### src/rtl/pipe_ctrl_gen.sv
// Pipeline control: per-boundary stall thermometer, sequenced flush with redirect PC,
// and a stall watchdog. Define CTRL_PERF_CNT_EN to build the 32-bit stalled-cycle counter.
module pipe_ctrl_gen #(
    parameter int NSTAGE    = 6,
    parameter int AW        = 32,
    parameter int FLUSH_CYC = 1,
    parameter int MAX_STALL = 255,
    parameter int CW        = 8
) (
    input  logic              clk,
    input  logic              rst,
    input  logic [NSTAGE-1:0] stallreq,
    input  logic              flush_req,
    input  logic [AW-1:0]     flush_pc,
    output logic [NSTAGE-1:0] stall,
    output logic              flush,
    output logic [AW-1:0]     new_pc,
    output logic              stall_timeout,
    output logic [31:0]       stall_cycles
);

    localparam int             FW      = (FLUSH_CYC > 1) ? $clog2(FLUSH_CYC) : 1;
    localparam logic [FW-1:0]  FRELOAD = FW'(FLUSH_CYC - 1);
    localparam logic [CW-1:0]  SMAX    = CW'(MAX_STALL);

    typedef enum logic {IDLE = 1'b0, FLUSH = 1'b1} state_t;

    state_t            state_q, state_d;
    logic [FW-1:0]     fcnt_q, fcnt_d;
    logic [AW-1:0]     pc_q, pc_d;
    logic [CW-1:0]     scnt_q, scnt_d;
    logic              tout_q, tout_d;
    logic [NSTAGE-1:0] stall_mask;
    logic              stall_any;

    function automatic logic [CW-1:0] sat_inc(input logic [CW-1:0] v);
        if (v >= SMAX) return SMAX;
        return v + CW'(1);
    endfunction

    // Every boundary at or below the highest requesting stage must hold.
    always_comb begin
        logic acc;
        acc        = 1'b0;
        stall_mask = '0;
        for (int k = NSTAGE - 1; k >= 0; k--) begin
            acc           = acc | stallreq[k];
            stall_mask[k] = acc;
        end
    end

    assign flush     = (state_q == FLUSH);
    assign stall     = (rst || flush) ? '0 : stall_mask;
    assign stall_any = |stall;
    assign new_pc    = pc_q;
    assign stall_timeout = tout_q;

    always_comb begin
        state_d = state_q;
        fcnt_d  = fcnt_q;
        pc_d    = pc_q;
        case (state_q)
            IDLE: begin
                if (flush_req) begin
                    state_d = FLUSH;
                    fcnt_d  = FRELOAD;
                    pc_d    = flush_pc;
                end
            end
            FLUSH: begin
                // A new request while flushing restarts the window with the latest target.
                if (flush_req) begin
                    fcnt_d = FRELOAD;
                    pc_d   = flush_pc;
                end else if (fcnt_q == '0) begin
                    state_d = IDLE;
                end else begin
                    fcnt_d = fcnt_q - FW'(1);
                end
            end
            default: state_d = IDLE;
        endcase
    end

    always_comb begin
        scnt_d = '0;
        tout_d = tout_q;
        if (MAX_STALL != 0 && stall_any && !flush) begin
            scnt_d = sat_inc(scnt_q);
            if (scnt_d == SMAX) tout_d = 1'b1;
        end
    end

    always_ff @(posedge clk) begin
        if (rst) begin
            state_q <= IDLE;
            fcnt_q  <= '0;
            pc_q    <= '0;
            scnt_q  <= '0;
            tout_q  <= 1'b0;
        end else begin
            state_q <= state_d;
            fcnt_q  <= fcnt_d;
            pc_q    <= pc_d;
            scnt_q  <= scnt_d;
            tout_q  <= tout_d;
        end
    end

`ifdef CTRL_PERF_CNT_EN
    logic [31:0] perf_q;

    always_ff @(posedge clk) begin
        if (rst) begin
            perf_q <= '0;
        end else if (stall_any) begin
            perf_q <= perf_q + 32'd1;
        end
    end

    assign stall_cycles = perf_q;
`else
    assign stall_cycles = 32'h0;
`endif

endmodule
### config.mk
export PLATFORM = sky130hd
export DESIGN_NAME = pipe_ctrl_gen
export DESIGN_NICKNAME = d
export VERILOG_FILES = /design/src/rtl/pipe_ctrl_gen.sv
export SDC_FILE = /design/constraint.sdc
export NUM_CORES = 1
export LEC_CHECK = 0
export BUFFER_PORTS_ARGS = -buffer_cell sky130_fd_sc_hd__buf_2
export CAP_MARGIN = 20
export CORE_UTILIZATION = 41
export DETAILED_ROUTE_END_ITERATION = 12
export PLACE_DENSITY = 0.77
export SETUP_SLACK_MARGIN = 0.4
export SYNTH_ARGS = -nofsm -noshare
export SYNTH_HDL_FRONTEND = slang
export SYNTH_SLANG_ARGS = --single-unit
export TNS_END_PERCENT = 50
### constraint.sdc
create_clock -name clk -period 2 [get_ports clk]
set_input_delay 0.2 -clock clk [delete_from_list [all_inputs] [get_ports clk]]
set_output_delay 0.2 -clock clk [all_outputs]
set_load 0.01 [all_outputs]
Yosys cells after proc, flatten, opt, wreduce, memory -nomap -nowiden
Cells that the tools add are included.
Storage, ports and cells
  register bits: 43
  input bits: 41
  output and inout bits: 72
  word-level logic and storage cells: 38
Operators by class
  $add $sub $neg: 2
  magnitude comparators: 1
  equality and inequality tests: 2
  multiplexer cells: 15
  bitwise gates (word level): 7
  reductions and logical operators: 6
Operator list (number)
  $mux W32: 1
  $mux W8: 3
  $add A8 B1 Y8 const B: 1
  $eq A8 B8 Y1 const B: 1
  $ge A8 B8 Y1 const B: 1
  $mux W1: 8
  $mux W6: 1
  $reduce_or A6 Y1: 1
  $or A1 B1 Y1: 5
  $pmux W1 S2: 2
  $ne A2 B2 Y1 const B: 1
  $not A1 Y1: 2
  $reduce_and A2 Y1: 1
  $reduce_or A2 Y1: 1
  $logic_and A1 B1 Y1: 1
  $logic_not A1 Y1: 1
  $logic_or A1 B1 Y1: 1
  $sub A1 B1 Y1 const B: 1

Logic depth before layout (Yosys ltp)
Gate-level depths: netlist (run 1).
  depth after elaboration: 13
  mapped depth: 6
  depth with buffers taken out: 5

Worst setup path before layout (run 1)
OpenSTA, ideal clock, no wires.
  path kind: flip-flop to flip-flop
  start: reg scnt_q[0]
  end: reg tout_q, in the netlist stall_timeout
  library setup time: 0.096 ns
  arrival time: 1.519 ns
  required time: 1.904 ns
  setup slack: 0.385 ns
  cell stages (with the launch flop): 6
  path buffers: 0
  clock period less this slack: 1.615 ns
  cell sequence: dfxtp_1 > ha_1 > and3_1 > a31oi_1 > a211o_1 > o41ai_2
On the way
  word-level cells in the longest chain between the ends: 7
  elaborated cells between the ends (all ways): 8
  those cells by class: 1 x add/sub; 1 x order compare; 1 x eq/ne; 4 x mux; 1 x reduce/logical
Ends and longest elaborated chain
  start: declaration: line 31  | logic [CW-1:0] scnt_q, scnt_d;
  start signal: assignment: line 105  | scnt_q <= scnt_d;
  $ge A8 B8 Y1: line 37  | if (v >= SMAX) return SMAX;
  $mux W1: line 37
  $mux W1: line 88  | if (MAX_STALL != 0 && stall_any && !flush) begin
  $mux W8 (*): line 38  | return v + CW'(1);
  $mux W8 (*): line 88
  $eq A8 B8 Y1 (*): line 90  | if (scnt_d == SMAX) tout_d = 1'b1;
  $reduce_and A2 Y1 (no line) (*)
  end signal: assignment: line 106  | tout_q <= tout_d;
  end: declaration: line 32  | logic tout_q, tout_d;
Mark *: on every way between the ends. The rest lies on a longest branch, timed or not. The select of a mux whose other input is x is not followed.
A chain may end at the register's enable or synchronous reset.

Worst setup path after layout (run 1)
Same ends and word-level chain as after synthesis.

==> impl_metrics.env, run 1 <==
export IMPL_worstPathArrival_ns=1.72
export IMPL_pin_count=113
export IMPL_vdd_ir_drop_max_mv=0.441
export IMPL_setup_tns_final_ns=0
export IMPL_synth_edff_count=0
export IMPL_final_area_sq_um=2400
export IMPL_period_needed_ns=1.52
export IMPL_ys_seq_elements=42
export IMPL_grt_usage_pct=14.6
export IMPL_vias_per_cell=4.44
export IMPL_layout_commonest_cell="buf_2"
export IMPL_drv_slew=0
export IMPL_dpl_cell_area_sq_um=2230
export IMPL_seqPwrFrac_pct=45.7
export IMPL_grt_max_degree=35
export IMPL_seq_area_frac_synth_pct=43.9
export IMPL_clk_latency_ns=0.29
export IMPL_cp_top_family="compound AO/OA/AOI/OAI gates"
export IMPL_slew_headroom_pct=64.6
export IMPL_core_sq_um=4410
export IMPL_synthCells=200
export IMPL_ys_flop_type="dfxtp_1"
export IMPL_ys_async_sr_fraction_pct=0
export IMPL_wire_per_inst_microns=10.7
export IMPL_cts_tree="built"
export IMPL_syn_mean_instance_area_sq_um=9.57
export IMPL_synthTopCellsByArea="dfxtp_1 (44%), mux2i_1 (17%), buf_4 (13%)"
export IMPL_instances_no_fill=331
export IMPL_drv_cap=0
export IMPL_cts_setup_buffers=0
export IMPL_switching_share_pct=22.7
export IMPL_clockRootBuffer="clkbuf_8"
export IMPL_cp_start_kind="flop"
export IMPL_yosysUniqueCellTypes=35
export IMPL_cts_clk_slew_worst_paths_ns=0.08
export IMPL_p_clk_share_pct=41.2
export IMPL_vias=1470
export IMPL_final_cell_mix="buf_2 (80), dfxtp_1 (39), nor2_1 (34)"
export IMPL_crit_required_ns=2.20
export IMPL_drive_gt1_share_pct=36.9
export IMPL_insertedDiodeCount=0
export IMPL_syn_area_sq_um=1910
export IMPL_fin_ws_ns=0.476
export IMPL_final_period_utilization_pct=76.2
export IMPL_critPathSlowestCell="dfxtp_4"
export IMPL_setup_viol=0
export IMPL_crit_buf_inv=0
export IMPL_fin_util_pct=54.3
export IMPL_p_sw_mw=0.448
export IMPL_endpoint_kind="flop"
export IMPL_drc=0
export IMPL_slowest_delay_ns=0.37
export IMPL_synth_top_cell_area_share_pct=43.9
export IMPL_holdWs_ns=0.143
export IMPL_hold_viol=0
export IMPL_die_y_microns=70.3
export IMPL_leakagePower_nw=1.25
export IMPL_antenna_found_initial=0
export IMPL_power_frac_comb_pct=13.1
export IMPL_routed_wl_mm=3.55
export IMPL_rows=24
export IMPL_clock_sinks=42
export IMPL_total_power_mw=1.98
export IMPL_antenna_left=0
export IMPL_syn_to_final_growth_pct=25.2
export IMPL_fp_dieW_microns=70.3
export IMPL_dieArea_sq_um=4950
export IMPL_cp_max_fo=7
export IMPL_worstSetupPathType="flop to flop"
export IMPL_gp_congestion=0.859
export IMPL_clk_path_buf_depth=2
export IMPL_rsz0062_at_grt="yes"
export IMPL_grt_pass1_wl_mm=5.70
export IMPL_dp_final_hpwl_mm=2.58
export IMPL_ys_warn_count=0
export IMPL_grt_ovfl_total=0
export IMPL_p_int_mw=1.53
export IMPL_nets=320
export IMPL_cts_made_buffers=5
export IMPL_fmax_ghz=0.656
export IMPL_p_per_area_nw_per_um2=824
export IMPL_htree_num_levels=2
export IMPL_crit_chain="ha_4, and3_4, xnor2_1, o31a_1, o41ai_2"
export IMPL_dp_cells=323
export IMPL_fin_skew_ns=0.00393
export IMPL_min_path_type="input port to flop"
export IMPL_initial_utilization_pct=43.4
export IMPL_io_buffers=80
export IMPL_postCtsHoldBufs=0
export IMPL_initialDrtViolationCount=44
export IMPL_dr_pass1_iters=4
export IMPL_grt_pass1_vias=1315
export IMPL_worstMarginPinSlew_ns=0.532
export IMPL_preCtsSetupSlack_ns=0.309
export IMPL_synth_largest_area_cell="dfxtp_1"
export IMPL_outcome="finished, final reports clean"
power groups by stage:
stage          registers [mW]  logic [mW]  clock network (mW)
6_report                0.903       0.259               0.814
5_1_grt                 0.909       0.286               0.866
4_1_cts                 0.903       0.260               0.834
3_5_place_dp            0.919       0.258                   0
3_3_place_gp            0.918       0.253                   0
2_1_floorplan           0.938       0.182                   0
cells by family after synthesis:
family	share of synthesized area [%]
other cells	0.196
fa+ha+maj	0.653
flops	43.9
simple gates	13.5
mux	17.3
buf+inv	16.0
compound gates	6.67
xor+xnor	1.83
worst paths after layout:
check	depth (start not counted)	start	end	slack (ns)
setup reg to reg	5	scnt_q[0]$_SDFF_PP0_	stall_timeout$_SDFFE_PP0P_	0.48
hold reg to reg	1	scnt_q[0]$_SDFF_PP0_	scnt_q[0]$_SDFF_PP0_	0.47
setup / recovery	5	scnt_q[0]$_SDFF_PP0_	stall_timeout$_SDFFE_PP0P_	0.48
hold / removal	3	flush_pc[23]	new_pc[23]$_SDFFE_PP0P_	0.14
routing by layer:
metal / vias up / global-route usage, % / share of wire [%]
met4: 0 / 6.00 / 1.6
met3: 6 / 5.77 / 8.1
met1: 642 / 18.0 / 45
met2: 72 / 22.5 / 46
met5: - / 0 / 0
li1: 750 / - / -
synthesized netlist by cell type, types with 2 or more instances:
cell type,count
mux2i_1,33
nand2_1,5
buf_4,33
nand3_1,3
a21oi_1,6
xnor2_1,3
nand4_1,2
nand2b_1,2
buf_2,5
o21a_1,2
inv_1,4
nor2_1,34
clkbuf_1,5
dfxtp_1,42
worst register-to-register path: stages, from the launching register on:
cell and delay, ns:
dfxtp_4 0.37, ha_4 0.18, and3_4 0.20, xnor2_1 0.12, o31a_1 0.25, o41ai_2 0.32
area by class of cell:
type | instances | area, sq um
clock inverter | 2 | 60.1
multi-input combinational | 142 | 903
clock buffer | 6 | 82.6
timing repair buffer | 83 | 423
fill | 408 | 2020
inverter | 4 | 15.0
sequential | 42 | 847
tap | 52 | 65.1
repair_timing:
item / in CTS / in global routing
resized for setup: 3 / 4
setup endpoints to repair: 1 / 1
pin swaps: 0 / 1
flip-flops by register name (all words and copies together) (netlist names):
register	flops
new_pc	32
scnt_q	8
flush	1
stall_timeout	1
No activity file was read; power rests on OpenSTA's default activity.
==> inputs of run 2 (changes only) <==
--- a/config.mk
+++ b/config.mk
@@ -7,7 +7,7 @@
 export LEC_CHECK = 0
 export BUFFER_PORTS_ARGS = -buffer_cell sky130_fd_sc_hd__buf_2
 export CAP_MARGIN = 20
-export CORE_UTILIZATION = 41
+export CORE_UTILIZATION = 39
 export DETAILED_ROUTE_END_ITERATION = 12
 export PLACE_DENSITY = 0.77
 export SETUP_SLACK_MARGIN = 0.4
==> constraint.sdc (replaced) <==
create_clock -name clk -period 1.3 [get_ports clk]
set_input_delay 0.13 -clock clk [delete_from_list [all_inputs] [get_ports clk]]
set_output_delay 0.13 -clock clk [all_outputs]
set_load 0.01 [all_outputs]
==> run 2 against run 1 <==
  * The flow now finishes with violations (setup timing)
  * Routed wire length increased by 19%
  * Non-clock buffer count increased by 19
  * Hold slack got worse by 0.069 ns
  * Total power increased by 41%
  * Clock skew decreased by 0.0031 ns
  * Critical endpoint unchanged
  * Largest power group unchanged
==> impl_metrics.env, run 2 (synthesis gave the netlist of run 1 again) <==
export IMPL_hold_viol=0
export IMPL_insertedDiodeCount=0
export IMPL_cp_max_fo=4
export IMPL_fin_ws_ns=-0.181
export IMPL_layout_commonest_cell="buf_2"
export IMPL_initial_utilization_pct=40.5
export IMPL_cp_start_kind="flop"
export IMPL_worstSetupPathType="flop to flop"
export IMPL_dp_final_hpwl_mm=2.79
export IMPL_min_path_type="input port to flop"
export IMPL_instances_no_fill=365
export IMPL_syn_to_final_growth_pct=44.3
export IMPL_crit_required_ns=1.50
export IMPL_grt_usage_pct=14.9
export IMPL_drv_slew=0
export IMPL_setup_tns_final_ns=-0.256
export IMPL_antenna_found_initial=0
export IMPL_clk_latency_ns=0.29
export IMPL_violations="setup timing"
export IMPL_rows=25
export IMPL_fin_util_pct=58.5
export IMPL_nets=339
export IMPL_p_clk_share_pct=31.4
export IMPL_antenna_left=0
export IMPL_seqPwrFrac_pct=50.4
export IMPL_fin_skew_ns=0.000813
export IMPL_worstPathArrival_ns=1.68
export IMPL_use_met1_pct=17.8
export IMPL_cts_tree="built"
export IMPL_grt_ovfl_total=0
export IMPL_htree_num_levels=2
export IMPL_holdWs_ns=0.0744
export IMPL_io_buffers=80
export IMPL_total_power_mw=2.79
export IMPL_fp_dieW_microns=72.1
export IMPL_grt_pass1_wl_mm=6.10
export IMPL_dp_cells=352
export IMPL_core_sq_um=4720
export IMPL_routed_wl_mm=4.22
export IMPL_nFillCells=409
export IMPL_p_int_mw=2.06
export IMPL_drive_gt1_share_pct=53.4
export IMPL_wire_per_inst_microns=11.6
export IMPL_cts_made_buffers=5
export IMPL_vdd_ir_drop_max_mv=0.631
export IMPL_grt_pass1_vias=1418
export IMPL_cts_clk_slew_worst_paths_ns=0.08
export IMPL_clk_path_buf_depth=2
export IMPL_power_frac_comb_pct=18.2
export IMPL_setup_viol=3
export IMPL_largest_reg_flops=32
export IMPL_outcome="complete, but fails checks"
export IMPL_rsz0062_at_grt="yes"
export IMPL_p_sw_mw=0.735
export IMPL_busiest_layer="met2"
export IMPL_vias_per_cell=4.41
export IMPL_clock_sinks=42
export IMPL_pin_count=113
export IMPL_grt_util_met3_pct=4.58
export IMPL_p_per_area_nw_per_um2=1010
export IMPL_dr_pass1_iters=6
export IMPL_die_y_microns=72.1
export IMPL_clockRootBuffer="clkbuf_8"
export IMPL_switching_share_pct=26.3
export IMPL_drv_cap=0
export IMPL_dieArea_sq_um=5190
export IMPL_gp_congestion=0.759
export IMPL_final_period_utilization_pct=114
export IMPL_final_cell_mix="buf_2 (53), dfxtp_2 (34), mux2i_1 (33), nor2_1 (33), conb_1 (32)"
export IMPL_initialDrtViolationCount=24
export IMPL_leakagePower_nw=1.37
export IMPL_period_needed_ns=1.48
export IMPL_fmax_ghz=0.675
export IMPL_use_met2_pct=25.2
export IMPL_drc=0
export IMPL_endpoint_kind="flop"
export IMPL_vias=1610
export IMPL_grt_max_degree=35
==> run 2: cell count changes in the layout (fill, tap and decap cells not counted), sizes merged <==
| cell | previous run | this run |
|---|---|---|
| clkinv | 0 | 1 |
| buf | 83 | 102 |
| bufinv | 2 | 0 |
| clkinvlp | 0 | 1 |
==> run 2: power groups by stage <==
stage	clock, mW	combinational, mW	sequential, mW
final	0.878	0.508	1.41
after global routing	0.961	0.551	1.42
after global placement	0	0.423	1.41
after CTS	0.916	0.446	1.39
after detailed placement	0	0.432	1.41
after floorplan	0	0.289	1.45
==> run 2: worst paths after layout <==
kind	start	end	slack [ns]	depth (start not counted)
max	scnt_q[1]$_SDFF_PP0_	stall_timeout$_SDFFE_PP0P_	-0.18	5
min	flush_pc[28]	new_pc[28]$_SDFFE_PP0P_	0.07	3
max reg2reg	scnt_q[1]$_SDFF_PP0_	stall_timeout$_SDFFE_PP0P_	-0.18	5
min reg2reg	new_pc[24]$_SDFFE_PP0P_	new_pc[24]$_SDFFE_PP0P_	0.48	2
==> run 2: metrics by stage <==
step	setup slack, ns	area (sq um)
floorplan	-0.122	2070
global placement	-0.124	2390
detailed placement	-0.164	2390
CTS	-0.150	2540
global route	-0.215	2760
finish	-0.181	2760
==> run 2: metal layers <==
layer / routed length [microns] / vias to the layer above
met3: 277 / 2
met5: 0 / -
met4: 25 / 0
li1: - / 793
met1: 1750 / 745
met2: 2170 / 70
==> run 2: repair_timing <==
action | 4_1_cts | 5_1_grt
pin swaps | 5 | 5
setup buffers | 1 | 4
gates resized for setup | 22 | 48
hold buffers | 0 | 0
setup endpoints to repair | 30 | 48
==> run 2: layout make-up <==
cell class              instances  area (sq um)  area share [%]
clock buffers                   6          82.6            2.99
well taps                      67          83.8            3.03
multi-input cells             142           923            33.4
inverters                       4          15.0           0.543
repair buffers                102           758            27.4
flip-flops and latches         42           887            32.1
clock inverters                 2          12.5           0.453
==> run 2: worst max-delay path, stage by stage, from the launching register on <==
cell and delay [ns]:
dfxtp_2 0.34, ha_4 0.16, and3_4 0.19, xnor2_1 0.12, o31a_1 0.25, o41ai_2 0.32
